File: src/rtl/loader_pkg.sv
// Shared types and constants for the instruction loader: FSM encoding,
// word/byte geometry and counter widths.
package loader_pkg;

    typedef enum logic [1:0] {
        ST_IDLE,
        ST_WRITE,
        ST_GAP,
        ST_START
    } state_e;

    localparam int BYTE_W         = 8;
    localparam int WORD_W         = 32;
    localparam int BYTES_PER_WORD = WORD_W / BYTE_W;
    localparam int BYTE_CNT_W     = $clog2(BYTES_PER_WORD);
    localparam int CNT_W          = 5;

    // The GAP counter has to hold values up to GAP.
    function automatic int gap_cnt_w(input int gap);
        return $clog2(gap + 1);
    endfunction

endpackage

File: src/rtl/loader_fifo.sv
// Synchronous show-ahead FIFO; a push and a pop in the same cycle are legal
// even when full, because the pop frees the slot the push writes into.
module loader_fifo #(
    parameter int WIDTH = 32,
    parameter int DEPTH = 4
) (
    input  logic             clk,
    input  logic             rst,
    input  logic             push,
    input  logic             pop,
    input  logic [WIDTH-1:0] din,
    output logic [WIDTH-1:0] dout,
    output logic             full,
    output logic             empty
);

    localparam int AW = (DEPTH > 1) ? $clog2(DEPTH) : 1;
    localparam logic [AW:0] PTR_ONE = {{AW{1'b0}}, 1'b1};

    logic [AW:0]      wr_ptr_q, wr_ptr_d;
    logic [AW:0]      rd_ptr_q, rd_ptr_d;
    logic [WIDTH-1:0] mem_q [DEPTH];
    logic             do_push;
    logic             do_pop;

    // Pointers carry one extra wrap bit to tell full from empty.
    assign empty = (wr_ptr_q == rd_ptr_q);
    assign full  = (wr_ptr_q[AW] != rd_ptr_q[AW]) &&
                   (wr_ptr_q[AW-1:0] == rd_ptr_q[AW-1:0]);
    assign dout  = mem_q[rd_ptr_q[AW-1:0]];

    always_comb begin
        // NOTE: every signal gets a default first, so no path leaves one unassigned and no latch is inferred.
        wr_ptr_d = wr_ptr_q;
        rd_ptr_d = rd_ptr_q;
        do_pop   = pop && !empty;
        do_push  = push && (!full || do_pop);
        if (do_push) begin
            wr_ptr_d = wr_ptr_q + PTR_ONE;
        end
        if (do_pop) begin
            rd_ptr_d = rd_ptr_q + PTR_ONE;
        end
    end

    always_ff @(posedge clk or negedge rst) begin
        // NOTE: sequential state uses non-blocking assignments so all flops update from pre-edge values.
        if (!rst) begin
            wr_ptr_q <= '0;
            rd_ptr_q <= '0;
        end else begin
            wr_ptr_q <= wr_ptr_d;
            rd_ptr_q <= rd_ptr_d;
        end
    end

    // NOTE: storage is deliberately not reset; the pointers alone decide what is valid.
    always_ff @(posedge clk) begin
        if (do_push) begin
            mem_q[wr_ptr_q[AW-1:0]] <= din;
        end
    end

endmodule

File: src/rtl/instr_loader.sv
// Program-load stage: assembles big-endian words from a byte stream, buffers
// them, and replays them to the cpu as spaced mem_write pulses plus a start.
module instr_loader
    import loader_pkg::*;
#(
    parameter int DEPTH     = 4,
    parameter int GAP       = 3,
    parameter int MAX_INSTR = 16
) (
    input  logic              clk,
    input  logic              rst,
    input  logic [BYTE_W-1:0] byte_in,
    input  logic              byte_valid,
    output logic              byte_ready,
    input  logic              go,
    output logic [WORD_W-1:0] next_instruction,
    output logic              mem_write,
    output logic              start,
    output logic [CNT_W-1:0]  loaded_count,
    output logic              busy,
    output logic              overflow
);

    localparam int                    GAP_W    = gap_cnt_w(GAP);
    localparam logic [GAP_W-1:0]      GAP_LAST = GAP_W'(GAP - 1);
    localparam logic [CNT_W-1:0]      MAX_CNT  = CNT_W'(MAX_INSTR);
    localparam logic [BYTE_CNT_W-1:0] BC_LAST  = BYTE_CNT_W'(BYTES_PER_WORD - 1);
    localparam int                    PART_W   = WORD_W - BYTE_W;

    // Assembler and handshake state
    logic [BYTE_CNT_W-1:0] byte_cnt_q, byte_cnt_d;
    logic [PART_W-1:0]     partial_q, partial_d;
    logic                  start_pending_q, start_pending_d;
    logic                  ready_en_q;
    logic                  byte_accept;

    // FIFO interface
    logic                  fifo_push;
    logic                  fifo_pop;
    logic [WORD_W-1:0]     fifo_din;
    logic [WORD_W-1:0]     fifo_dout;
    logic                  fifo_full;
    logic                  fifo_empty;

    // FSM state and registered outputs
    state_e                state_q;
    logic [GAP_W-1:0]      gap_cnt_q;
    logic [WORD_W-1:0]     next_instr_q;
    logic                  mem_write_q;
    logic                  start_q;
    logic [CNT_W-1:0]      loaded_count_q;
    logic                  overflow_q;

    // ready_en_q keeps byte_ready low until the first edge after reset release.
    assign byte_ready  = ready_en_q && !fifo_full && !start_pending_q;
    assign byte_accept = byte_valid && byte_ready;
    assign fifo_pop    = (state_q == ST_IDLE) && !fifo_empty;

    always_comb begin
        byte_cnt_d      = byte_cnt_q;
        partial_d       = partial_q;
        fifo_push       = 1'b0;
        fifo_din        = {partial_q, byte_in};
        start_pending_d = (state_q == ST_START) ? 1'b0 : (start_pending_q || go);

        if (start_pending_q) begin
            // A pending start abandons any half-assembled word.
            byte_cnt_d = '0;
        end else if (byte_accept) begin
            if (byte_cnt_q == BC_LAST) begin
                fifo_push  = 1'b1;
                byte_cnt_d = '0;
            end else begin
                partial_d  = {partial_q[PART_W-BYTE_W-1:0], byte_in};
                byte_cnt_d = byte_cnt_q + BYTE_CNT_W'(1);
            end
        end
    end

    always_ff @(posedge clk or negedge rst) begin
        if (!rst) begin
            byte_cnt_q      <= '0;
            partial_q       <= '0;
            start_pending_q <= 1'b0;
            ready_en_q      <= 1'b0;
        end else begin
            byte_cnt_q      <= byte_cnt_d;
            partial_q       <= partial_d;
            start_pending_q <= start_pending_d;
            ready_en_q      <= 1'b1;
        end
    end

    loader_fifo #(
        .WIDTH (WORD_W),
        .DEPTH (DEPTH)
    ) u_fifo (
        .clk   (clk),
        .rst   (rst),
        .push  (fifo_push),
        .pop   (fifo_pop),
        .din   (fifo_din),
        .dout  (fifo_dout),
        .full  (fifo_full),
        .empty (fifo_empty)
    );

    always_ff @(posedge clk or negedge rst) begin
        if (!rst) begin
            state_q        <= ST_IDLE;
            gap_cnt_q      <= '0;
            next_instr_q   <= '0;
            mem_write_q    <= 1'b0;
            start_q        <= 1'b0;
            loaded_count_q <= '0;
            overflow_q     <= 1'b0;
        end else begin
            mem_write_q <= 1'b0;
            start_q     <= 1'b0;
            unique case (state_q)
                ST_IDLE: begin
                    if (start_pending_q && fifo_empty) begin
                        start_q <= 1'b1;
                        state_q <= ST_START;
                    end else if (!fifo_empty) begin
                        if (loaded_count_q < MAX_CNT) begin
                            next_instr_q <= fifo_dout;
                            mem_write_q  <= 1'b1;
                            state_q      <= ST_WRITE;
                        end else begin
                            overflow_q <= 1'b1;
                        end
                    end
                end
                ST_WRITE: begin
                    loaded_count_q <= loaded_count_q + CNT_W'(1);
                    gap_cnt_q      <= '0;
                    state_q        <= ST_GAP;
                end
                ST_GAP: begin
                    if (gap_cnt_q == GAP_LAST) begin
                        state_q <= ST_IDLE;
                    end else begin
                        gap_cnt_q <= gap_cnt_q + GAP_W'(1);
                    end
                end
                ST_START: begin
                    loaded_count_q <= '0;
                    overflow_q     <= 1'b0;
                    state_q        <= ST_IDLE;
                end
                default: state_q <= ST_IDLE;
            endcase
        end
    end

    assign next_instruction = next_instr_q;
    assign mem_write        = mem_write_q;
    assign start            = start_q;
    assign loaded_count     = loaded_count_q;
    assign overflow         = overflow_q;
    assign busy             = !fifo_empty || (state_q != ST_IDLE) || start_pending_q;

endmodule
File: config.mk
export PLATFORM = sky130hd
export DESIGN_NAME = instr_loader
export DESIGN_NICKNAME = d
export VERILOG_FILES = /design/src/rtl/loader_pkg.sv /design/src/rtl/loader_fifo.sv /design/src/rtl/instr_loader.sv
export SDC_FILE = /design/constraint.sdc
export NUM_CORES = 1
export LEC_CHECK = 0
export CAP_MARGIN = 20
export CORE_MARGIN = 4
export CORE_UTILIZATION = 40
export CTS_CLUSTER_SIZE = 30
export DETAILED_ROUTE_END_ITERATION = 8
export GPL_TIMING_DRIVEN = 0
export PLACE_DENSITY = 0.65
export SLEW_MARGIN = 20
export SYNTH_ARGS = -nofsm -noshare
export SYNTH_HDL_FRONTEND = slang
export SYNTH_SLANG_ARGS = --single-unit
File: constraint.sdc
create_clock -name clk -period 7.65 [get_ports clk]
set_input_delay 1.53 -clock clk [delete_from_list [all_inputs] [get_ports clk]]
set_output_delay 1.53 -clock clk [all_outputs]
set_load 0.02 [all_outputs]
# Word level (Yosys, flattened, before mapping)

Memory sizes are Yosys's and may differ from the RTL's. A register that Yosys moved wholly into a read port is not among the register bits.
Cells that the tools add are included.

Flip-flop bits (word level): 46
Latch bits: 0
Bits in writable memories: 128
Memory bits (read-only): 0
Input port bits: 12
Output and inout port bits: 42
Logic and storage cells: 92
Memories kept: 1

$add $sub $neg: 5
Multiply operators: 0
Divide/modulo/power cells: 0
$lt $le $gt $ge: 1
Equal/unequal tests: 15
Shift-type cells: 0
Muxes and demuxes: 27
Bitwise logic cells: 4
Reduce and logical (&&, ||, !) cells: 27

Memory list:

| name         | words | bits a word | rd ports | clocked after memory_dff | wr ports | RTL line          | source |
|---|---|---|---|---|---|---|---|
| u_fifo.mem_q | 4     | 32          | 1        | 1                        | 1        | loader_fifo.sv:22 | `logic [WIDTH-1:0] mem_q [DEPTH];` |

Operators by type and width:

| operator            | count |
|---|---|
| $mux 2              | 8 |
| $mux 1              | 15 |
| $ne 2x2->1 const B  | 5 |
| $pmux 5 s2          | 1 |
| $reduce_bool 2->1   | 5 |
| $eq 2x2->1 const B  | 4 |
| $logic_and 1x1->1   | 8 |
| $pmux 2 s4          | 1 |
| $reduce_and 4->1    | 2 |
| $add 3x1->3 const B | 2 |
| $reduce_and 3->1    | 2 |
| $add 5x1->5 const B | 1 |
| $lt 5x5->1 const B  | 1 |
| $add 2x1->2 const B | 2 |
| $logic_not 1->1     | 4 |
| $logic_or 1x1->1    | 4 |
| $not 1->1           | 4 |
| $pmux 2 s2          | 1 |
| $eq 3x3->1          | 1 |
| $ne 3x1->1 const B  | 1 |
| $ne 3x2->1 const B  | 1 |
| $eq 2x1->1 const B  | 1 |
| $eq 2x2->1          | 1 |
| $logic_not 2->1     | 1 |
| other kinds (3)     | 3 |

# Logic depth before layout (Yosys ltp)

Gate-level depths: netlist (run 1).

Depth after elaboration: 11
Gate-level depth with buffers: 6
Gate-level depth less buffers: 5

# Hierarchy

A second synthesis (run 1) with hierarchy kept.

Cells, all modules: 406
Area, all modules: 7,945.1 um^2

By module, submodules not included:

| module       | instances | cells an instance | area each (um^2) | seq. area each (um^2) |
|---|---|---|---|---|
| loader_fifo  | 1         | 214               | 5,068.6          | 3,993.8 |
| instr_loader | 1         | 192               | 2,876.5          | 1,801.7 |

# Worst setup path before layout (run 1)

Ideal clock, no wire load.

Path type: input to register
Start: input byte_valid
End: memory u_fifo.mem_q[3][0], enable pin
Setup time: 0.485 ns
Arrival: 4.288 ns
Required time: 7.165 ns
Slack: 2.877 ns
Cell stages on the path: 2
Path buffers: 0
Path through: nand4b_1 -> a311oi_1

Word-level cells in the longest chain between the ends: 6

Ends and longest elaborated chain:

| item                         | RTL line           | source |
|---|---|---|
| from (decl)                  | instr_loader.sv:13 | `input logic byte_valid,` |
| $logic_and 1x1->1            | instr_loader.sv:56 | `assign byte_accept = byte_valid && byte_ready;` |
| $mux 1                       | instr_loader.sv:69 | `end else if (byte_accept) begin` |
| $mux 1                       | instr_loader.sv:66 | `if (start_pending_q) begin` |
| $logic_and 1x1->1            | loader_fifo.sv:37  | `do_push = push && (!full \|\| do_pop);` |
| $mux 1                       | loader_fifo.sv:59  | `if (do_push) begin` |
| $mux 1 (implied by the code) | loader_fifo.sv:60  | `mem_q[wr_ptr_q[AW-1:0]] <= din;` |
| to (decl)                    | loader_fifo.sv:22  |  |

Every way passes these cells.

# Worst setup path after layout (run 1)

Start: register u_fifo.rd_ptr_q[0]
End: output busy

Word-level cells in the longest chain between the ends: 4

Ends and longest elaborated chain:

| item                           | RTL line            | source |
|---|---|---|
| from (decl)                    | loader_fifo.sv:21   | `logic [AW:0] rd_ptr_q, rd_ptr_d;` |
| from (signal assigned)         | loader_fifo.sv:53   | `rd_ptr_q <= rd_ptr_d;` |
| $eq 3x3->1                     | loader_fifo.sv:27   | `assign empty = (wr_ptr_q == rd_ptr_q);` |
| $logic_not 1->1                | instr_loader.sv:162 | `assign busy = !fifo_empty \|\| (state_q != ST_IDLE) \|\| start_pending_q;` |
| $logic_or 1x1->1 (2 in series) | instr_loader.sv:162 |  |
| to (decl)                      | instr_loader.sv:20  | `output logic busy,` |

Every way passes these cells.

==> metrics.md, run 1 <==
| Metric | Value |
|---|---|
| Sw Share | `0.292` |
| CTS tree | `built` |
| Cell Pwr Density | `396 mW/mm^2` |
| Sequential share of power | `0.424` |
| CTS Buffer Depth | `3` |
| Worst R2R End | `u_fifo.mem_q[2][23]` |
| CP arrival | `2.41 ns` |
| CP endpoint kind | `primary output` |
| Sequential-to-total area share from yosys stat | `0.723` |
| R2r startpoint | `u_fifo.rd_ptr_q[0]` |
| Mapped Cells | `398` |
| Final setup TNS | `0 ns` |
| Slew headroom | `0.542` |
| Adder-Cell Fraction of Synth Area | `0.0125` |
| Max rail drop VDD | `0.181 mV` |
| Max Cap Viol | `0` |
| Distinct cell type count after synthesis | `40` |
| # resized after CTS | `0` |
| Yosys reg bits | `206` |
| Final slew viol count | `0` |
| Clk Latency, worst-skew pair | `0.50 ns` |
| Final hold vios | `0` |
| Complex-gate fraction of the synthesized area | `0.0222` |
| Die width | `150 um` |
| Period minus WS final | `3.94 ns` |
| Via density per instance | `5.02` |
| Clk slew on worst S/H paths | `0.06 ns` |
| Internal | `2.73 mW` |
| Yosys warns | `0` |
| Gpl congestion | `0.718` |
| Sw Pwr | `1.12 mW` |
| First-pass GRT wire length | `23.2 mm` |
| Floorplan core area | `0.0196 sq mm` |
| Port bufs | `53` |
| Status | `complete, no violations` |
| DRT Wirelength | `14.4 mm` |
| DIE AREA | `0.0224 sq mm` |
| Final ANT Viol Nets | `0` |
| Num rows | `51` |
| Wl on met1 | `6.26 mm` |
| Hold Path Origin | `next_instruction[22]` |
| Register-to-register setup slack | `5.23 ns` |
| Largest family of logic cells by synthesized area | `multiplexers` |
| Total GRT Usage | `0.133` |
| Antenna violations before repair | `0` |
| Post-synthesis mux area share | `0.192` |
| Fin util | `0.497` |
| Max FO, Critical Path | `10` |
| Average cell area after synthesis | `20.1 sq um` |
| Total number of vias | `3831` |
| Mapped cell area | `0.00801 sq mm` |
| Leak pwr | `3.57 nW` |
| Area growth from synthesis to final layout | `21.6%` |
| Syn_nets | `418` |
| Initial DRC count | `172` |
| Clock skew | `0.0139 ns` |
| # hold bufs at CTS | `0` |
| Met2 Wirelength | `7.22 mm` |
| Worst r2r path cells | `6` |
| Highest routed metal layer | `met4` |
| Async SR Flop Fraction | `0.379` |
| Combinational share of power | `0.308` |
| Wirelength per Cell | `18.9 um` |
| Synth Area in XOR/XNOR | `0.0106` |
| Worst Path Required | `6.12 ns` |
| Final setup vio count | `0` |
| Congestion Overflow GR | `0` |
| Layout net count | `502` |
| Clock share of power | `0.268` |
| Worst-Margin Slew | `0.687 ns` |
| Startpoint types | `register` |
| Setup Buffers After CTS | `0` |
| Achievable Freq | `0.254 GHz` |
| Ys flop type | `edfxtp_1` |
| CTS buffer count | `22` |
| Part of the cycle the worst path needs | `0.515` |
| Detailed Routing Iterations Pass 1 | `4` |
| Number of global-route vias before repair | `4142` |
| HPWL Detailed | `9.34 mm` |
| Routed wl met3 | `623 um` |
| Io pins | `54` |
| RSZ-0062 raised after global routing | `no` |
| Post-synth EDFFs | `128` |
| H-tree depth | `1` |
| Diode count | `0` |
| Root buf cell | `clkbuf_16` |
| Initial core utilization | `0.409` |
| Hold path endpoint | `next_instruction[22]` |
| # DRC | `0` |
| Fraction of layout cells with a size suffix above 1 | `0.301` |
| Die Y | `150 um` |
| CTS Sinks | `206` |
| Critical path class | `reg2out` |
| Hold crit path type | `reg2reg` |
| Min-Delay Path Depth | `1` |
| Largest net degree at the start of global routing | `42` |
| Simple-gate share of the synthesized area | `0.0201` |
[state kept, by name, summed over array words and instances (netlist names)]
register and count:
start 1, byte_cnt_q 2, gap_cnt_q 2, start_pending_q 1
next_instruction 32, mem_write 1, state_q 2, overflow 1
partial_q 24, u_fifo.mem_q 128, u_fifo.wr_ptr_q 3, loaded_count 5
u_fifo.rd_ptr_q 3, ready_en_q 1
[cells in the final DEF (no fill, tap or decap), types with 7 or more instances in the layout]
cell / count
clkdlybuf4s50_1: 52
edfxtp_1: 128
inv_1: 9
ha_1: 8
clkbuf_1: 11
buf_4: 7
mux2_2: 39
dfrtp_1: 78
mux4_2: 30
clkbuf_16: 23
mux2_4: 20
[worst max-delay path by stage]
| stage | to | startpoint | cells past startpoint |
|---|---|---|---|
| after global routing | busy | u_fifo.wr_ptr_q[2] | 4 |
| after detailed placement | u_fifo.mem_q[2][24] | byte_valid | 5 |
| after CTS | busy | u_fifo.rd_ptr_q[0] | 6 |
| after floorplan | u_fifo.mem_q[3][0] | byte_valid | 2 |
| after global placement | u_fifo.mem_q[3][24] | byte_valid | 3 |
| final | busy | u_fifo.rd_ptr_q[0] | 6 |
[synth_stat cells, types with 3 or more instances]
cell / instances / area share
nor2_1: 4 / 0.0019
clkbuf_1: 6 / 0.0028
mux2i_1: 6 / 0.0075
ha_1: 8 / 0.012
mux2_2: 39 / 0.055
buf_2: 3 / 0.0019
nor2b_1: 3 / 0.0023
mux2_4: 20 / 0.037
buf_4: 6 / 0.0056
edfxtp_1: 128 / 0.48
a21oi_1: 3 / 0.0019
dfrtp_1: 78 / 0.24
a31oi_1: 4 / 0.0031
inv_1: 9 / 0.0042
o22ai_1: 3 / 0.0023
o21ai_0: 3 / 0.0019
nand2b_1: 6 / 0.0047
nand2_1: 4 / 0.0019
buf_6: 3 / 0.0042
and2_1: 3 / 0.0023
mux4_2: 30 / 0.084
xor2_1: 4 / 0.0044
[worst max-delay path, stage by stage (launching register included)]
cell and delay, ns:
dfrtp_1 0.38, buf_4 0.18, xnor2_2 0.25, buf_4 0.24, and3_1 0.23, nand3b_1 0.09, clkdlybuf4s50_1 0.54
[routing by layer]
layer / up-vias / GRT usage
li1: 1725 / -
met1: 1998 / 0.176
met2: 86 / 0.226
met3: 22 / 0.0233
met4: 0 / 0.0412
met5: - / 0
[power groups by stage]
| stage | Sequential, mW | Clock [mW] | Combinational (mW) |
|---|---|---|---|
| floorplan | 1.72 | 0 | 0.706 |
| global placement | 1.64 | 0 | 1.18 |
| detailed placement | 1.66 | 0 | 1.21 |
| CTS | 1.64 | 1.06 | 1.21 |
| global route | 1.67 | 1.10 | 1.28 |
| finish | 1.63 | 1.03 | 1.19 |
[logic make-up (layout without fill, tap and decap cells)]
group | count (synthesis) | after routing
xor+xnor | 8 | 8
mux | 98 | 98
compound gates | 21 | 21
other cells | 1 | 1
simple gates | 29 | 29
buf+inv | 27 | 127
fa+ha+maj | 8 | 8
flops | 206 | 206
[metrics by stage]
stage | cell area, sq um | setup slack [ns] | hold WS (ns) | std cells | power (mW)
detailed placement | 9030 | 3.92 | 0.494 | 723 | 2.87
finish | 9740 | 3.71 | 0.495 | 763 | 3.86
global placement | 8870 | 0.218 | 0.476 | 716 | 2.82
floorplan | 8010 | 2.88 | 0.472 | 398 | 2.43
CTS | 9740 | 3.69 | 0.507 | 763 | 3.92
global route | 9740 | 3.59 | 0.521 | 763 | 4.05
[layout make-up]
cell class                 count  area [sq um]
clock inverter                11           105
timing repair buffer          60           664
fill                        1611          9850
tap                          265           332
buffer                        18           116
inverter                       9          33.8
sequential                   206          5800
clock buffer                  29           608
multi-input combinational    165          2090
(Power assumes the default switching activity.)
==> inputs of run 2 (changes only) <==
- clock period: 7.65 -> 3.9 ns (I/O delays scaled with it)
==> run 2 against run 1 <==
Net effect:
- clock skew fell by 0.0031 ns
- highest routed layer unchanged
- routed wire length fell by 0.96%
- largest power group unchanged
- final cell count stayed put
==> metrics.md, run 2 (synthesis gave the netlist of run 1 again) <==
| Metric | Value |
|---|---|
| Worst Path Required | `3.12 ns (was 6.12 ns)` |
| Final setup vio count | `0 (unchanged)` |
| Critical path class | `reg2out (unchanged)` |
| Total GRT Usage | `0.131 (was 0.133)` |
| Buf+Inv Stages, Crit Path | `3 (unchanged)` |
| Floorplan core area | `0.0196 sq mm (unchanged)` |
| Diode count | `0 (unchanged)` |
| Status | `complete, no violations (unchanged)` |
| Max Cap Viol | `0 (unchanged)` |
| Wirelength per Cell | `18.7 um (was 18.9 um)` |
| Detailed Routing Iterations Pass 1 | `4 (unchanged)` |
| Final ANT Viol Nets | `0 (unchanged)` |
| Number of global-route vias before repair | `3997 (was 4142)` |
| Leak pwr | `3.57 nW (about the same)` |
| Antenna violations before repair | `0 (unchanged)` |
| Family with the most delay on the worst path | `buffers and inverters (unchanged)` |
| Clk Latency, worst-skew pair | `0.50 ns (about the same)` |
| CP Depth | `6 (unchanged)` |
| # hold bufs at CTS | `0 (unchanged)` |
| CTS Sinks | `206 (unchanged)` |
| Cell Pwr Density | `774 mW/mm^2 (was 396 mW/mm^2)` |
| Cell mode on critical path | `buf_4 (unchanged)` |
| Root buf cell | `clkbuf_16 (unchanged)` |
| Fraction of layout cells with a size suffix above 1 | `0.305 (was 0.301)` |
| Part of the cycle the worst path needs | `0.818` |
| DP Area | `0.00903 sq mm (about the same)` |
| DRT Wirelength | `14.3 mm (was 14.4 mm)` |
| CP endpoint kind | `primary output (unchanged)` |
| # resized after CTS | `0 (unchanged)` |
| First-pass GRT wire length | `22.7 mm (was 23.2 mm)` |
| Period minus WS final | `3.19 ns` |
| CTS buffer count | `22 (unchanged)` |
| Die width | `150 um (unchanged)` |
| Initial core utilization | `0.409 (unchanged)` |
| Achievable Freq | `0.313 GHz` |
| Worst hold slack | `0.266 ns (was 0.495 ns)` |
| Port bufs | `53 (unchanged)` |
| Commonest cells after routing, fill and taps aside | `edfxtp_1, dfrtp_1, clkdlybuf4s50_1, mux2_2, mux4_2 (unchanged)` |
| Layout net count | `502 (unchanged)` |
| Clock skew | `0.0108 ns (was 0.0139 ns)` |
| CTS Buffer Depth | `3 (unchanged)` |
| Commonest non-fill, non-tap cell in the layout | `edfxtp_1 (unchanged)` |
| Max FO, Critical Path | `10 (unchanged)` |
| Total number of vias | `3785 (was 3831)` |
| # DRC | `0 (unchanged)` |
| Fin util | `0.497 (about the same)` |
| Slew headroom | `0.496 (was 0.542)` |
| RSZ-0062 raised after global routing | `no (unchanged)` |
| CTS tree | `built (unchanged)` |
| DIE AREA | `0.0224 sq mm (unchanged)` |
| Gpl congestion | `0.724 (was 0.718)` |
| Die Y | `150 um (unchanged)` |
| Critical Path Max Stage Delay | `0.55 ns (was 0.54 ns)` |
| Initial DRC count | `203 (was 172)` |
| Critical Path, Cell by Cell | `buf_4, xnor2_2, buf_4, and3_1, nand3b_1, clkdlybuf4s50_1 (unchanged)` |
| Clk slew on worst S/H paths | `0.06 ns (about the same)` |
| Max reg flops | `128 (unchanged)` |
| Area growth from synthesis to final layout | `21.4% (was 21.6%)` |
| Congestion Overflow GR | `0 (unchanged)` |
| Setup Buffers After CTS | `0 (unchanged)` |
| Final slew viol count | `0 (unchanged)` |
| Max rail drop VDD | `0.365 mV (was 0.181 mV)` |
| Final hold vios | `0 (unchanged)` |
| CP arrival | `2.41 ns (about the same)` |
| Num rows | `51 (unchanged)` |
| Tot Pwr | `7.53 mW (was 3.86 mW)` |
| Startpoint types | `register (unchanged)` |
| Io pins | `54 (unchanged)` |
| Post-route cell area | `0.00973 sq mm (was 0.00974 sq mm)` |
| HPWL Detailed | `9.25 mm (was 9.34 mm)` |
| Slowest stage cell, crit path | `clkdlybuf4s50_1 (unchanged)` |
| Worst r2r path cells | `6 (unchanged)` |
| Via density per instance | `4.96 (was 5.02)` |
| Largest net degree at the start of global routing | `42 (unchanged)` |
| H-tree depth | `1 (unchanged)` |
| Worst-Margin Slew | `0.756 ns (was 0.687 ns)` |
| Hold crit path type | `in2async (was reg2reg)` |
## run 2: cell types whose count changed in the layout (fill, tap and decap cells not counted), sizes merged
cell | previous run | this run
clkinvlp | 0 | 1
bufinv | 2 | 1
clkbuf | 35 | 40
clkinv | 8 | 4
inv | 10 | 9
## run 2: area by class of cell
cell class / count / area, sq um
buffer: 18 / 116
multi-input combinational: 165 / 2090
tap: 265 / 332
sequential: 206 / 5800
clock inverter: 6 / 57.6
timing repair buffer: 60 / 661
inverter: 9 / 33.8
clock buffer: 34 / 647
fill: 1634 / 9860
## run 2: worst paths after layout
kind / slack (ns) / endpoint / startpoint
hold / removal: 0.27 / mem_write / rst
setup / recovery: 0.71 / busy / u_fifo.rd_ptr_q[0]
min in group clk: 0.49 / next_instruction[22] / next_instruction[22]
hold reg to reg: 0.49 / next_instruction[22] / next_instruction[22]
setup reg to reg: 1.42 / u_fifo.mem_q[2][11] / u_fifo.rd_ptr_q[0]
max in group asynchronous: 3.02 / next_instruction[7] / rst
## run 2: stage by stage
step           setup TNS (ns)  worst slack, ns  std cells
2_1_floorplan               0             1.02        398
3_3_place_gp           -98.41           -0.965        716
3_5_place_dp                0            0.838        723
4_1_cts                     0            0.674        763
5_1_grt                     0            0.594        763
6_report                    0            0.709        763
## run 2: where the power goes
group | switching (mW) | internal [mW] | leakage, nW
sequential | 0.346 | 2.85 | 2.10
combinational | 1.06 | 1.28 | 1.12
clock | 0.789 | 1.21 | 0.344
## run 2: routing by layer
metal | global-route usage | wire [um]
met5 | 0 | 0
met4 | 0.0316 | 210
met3 | 0.0267 | 762
met2 | 0.220 | 7100
met1 | 0.178 | 6170
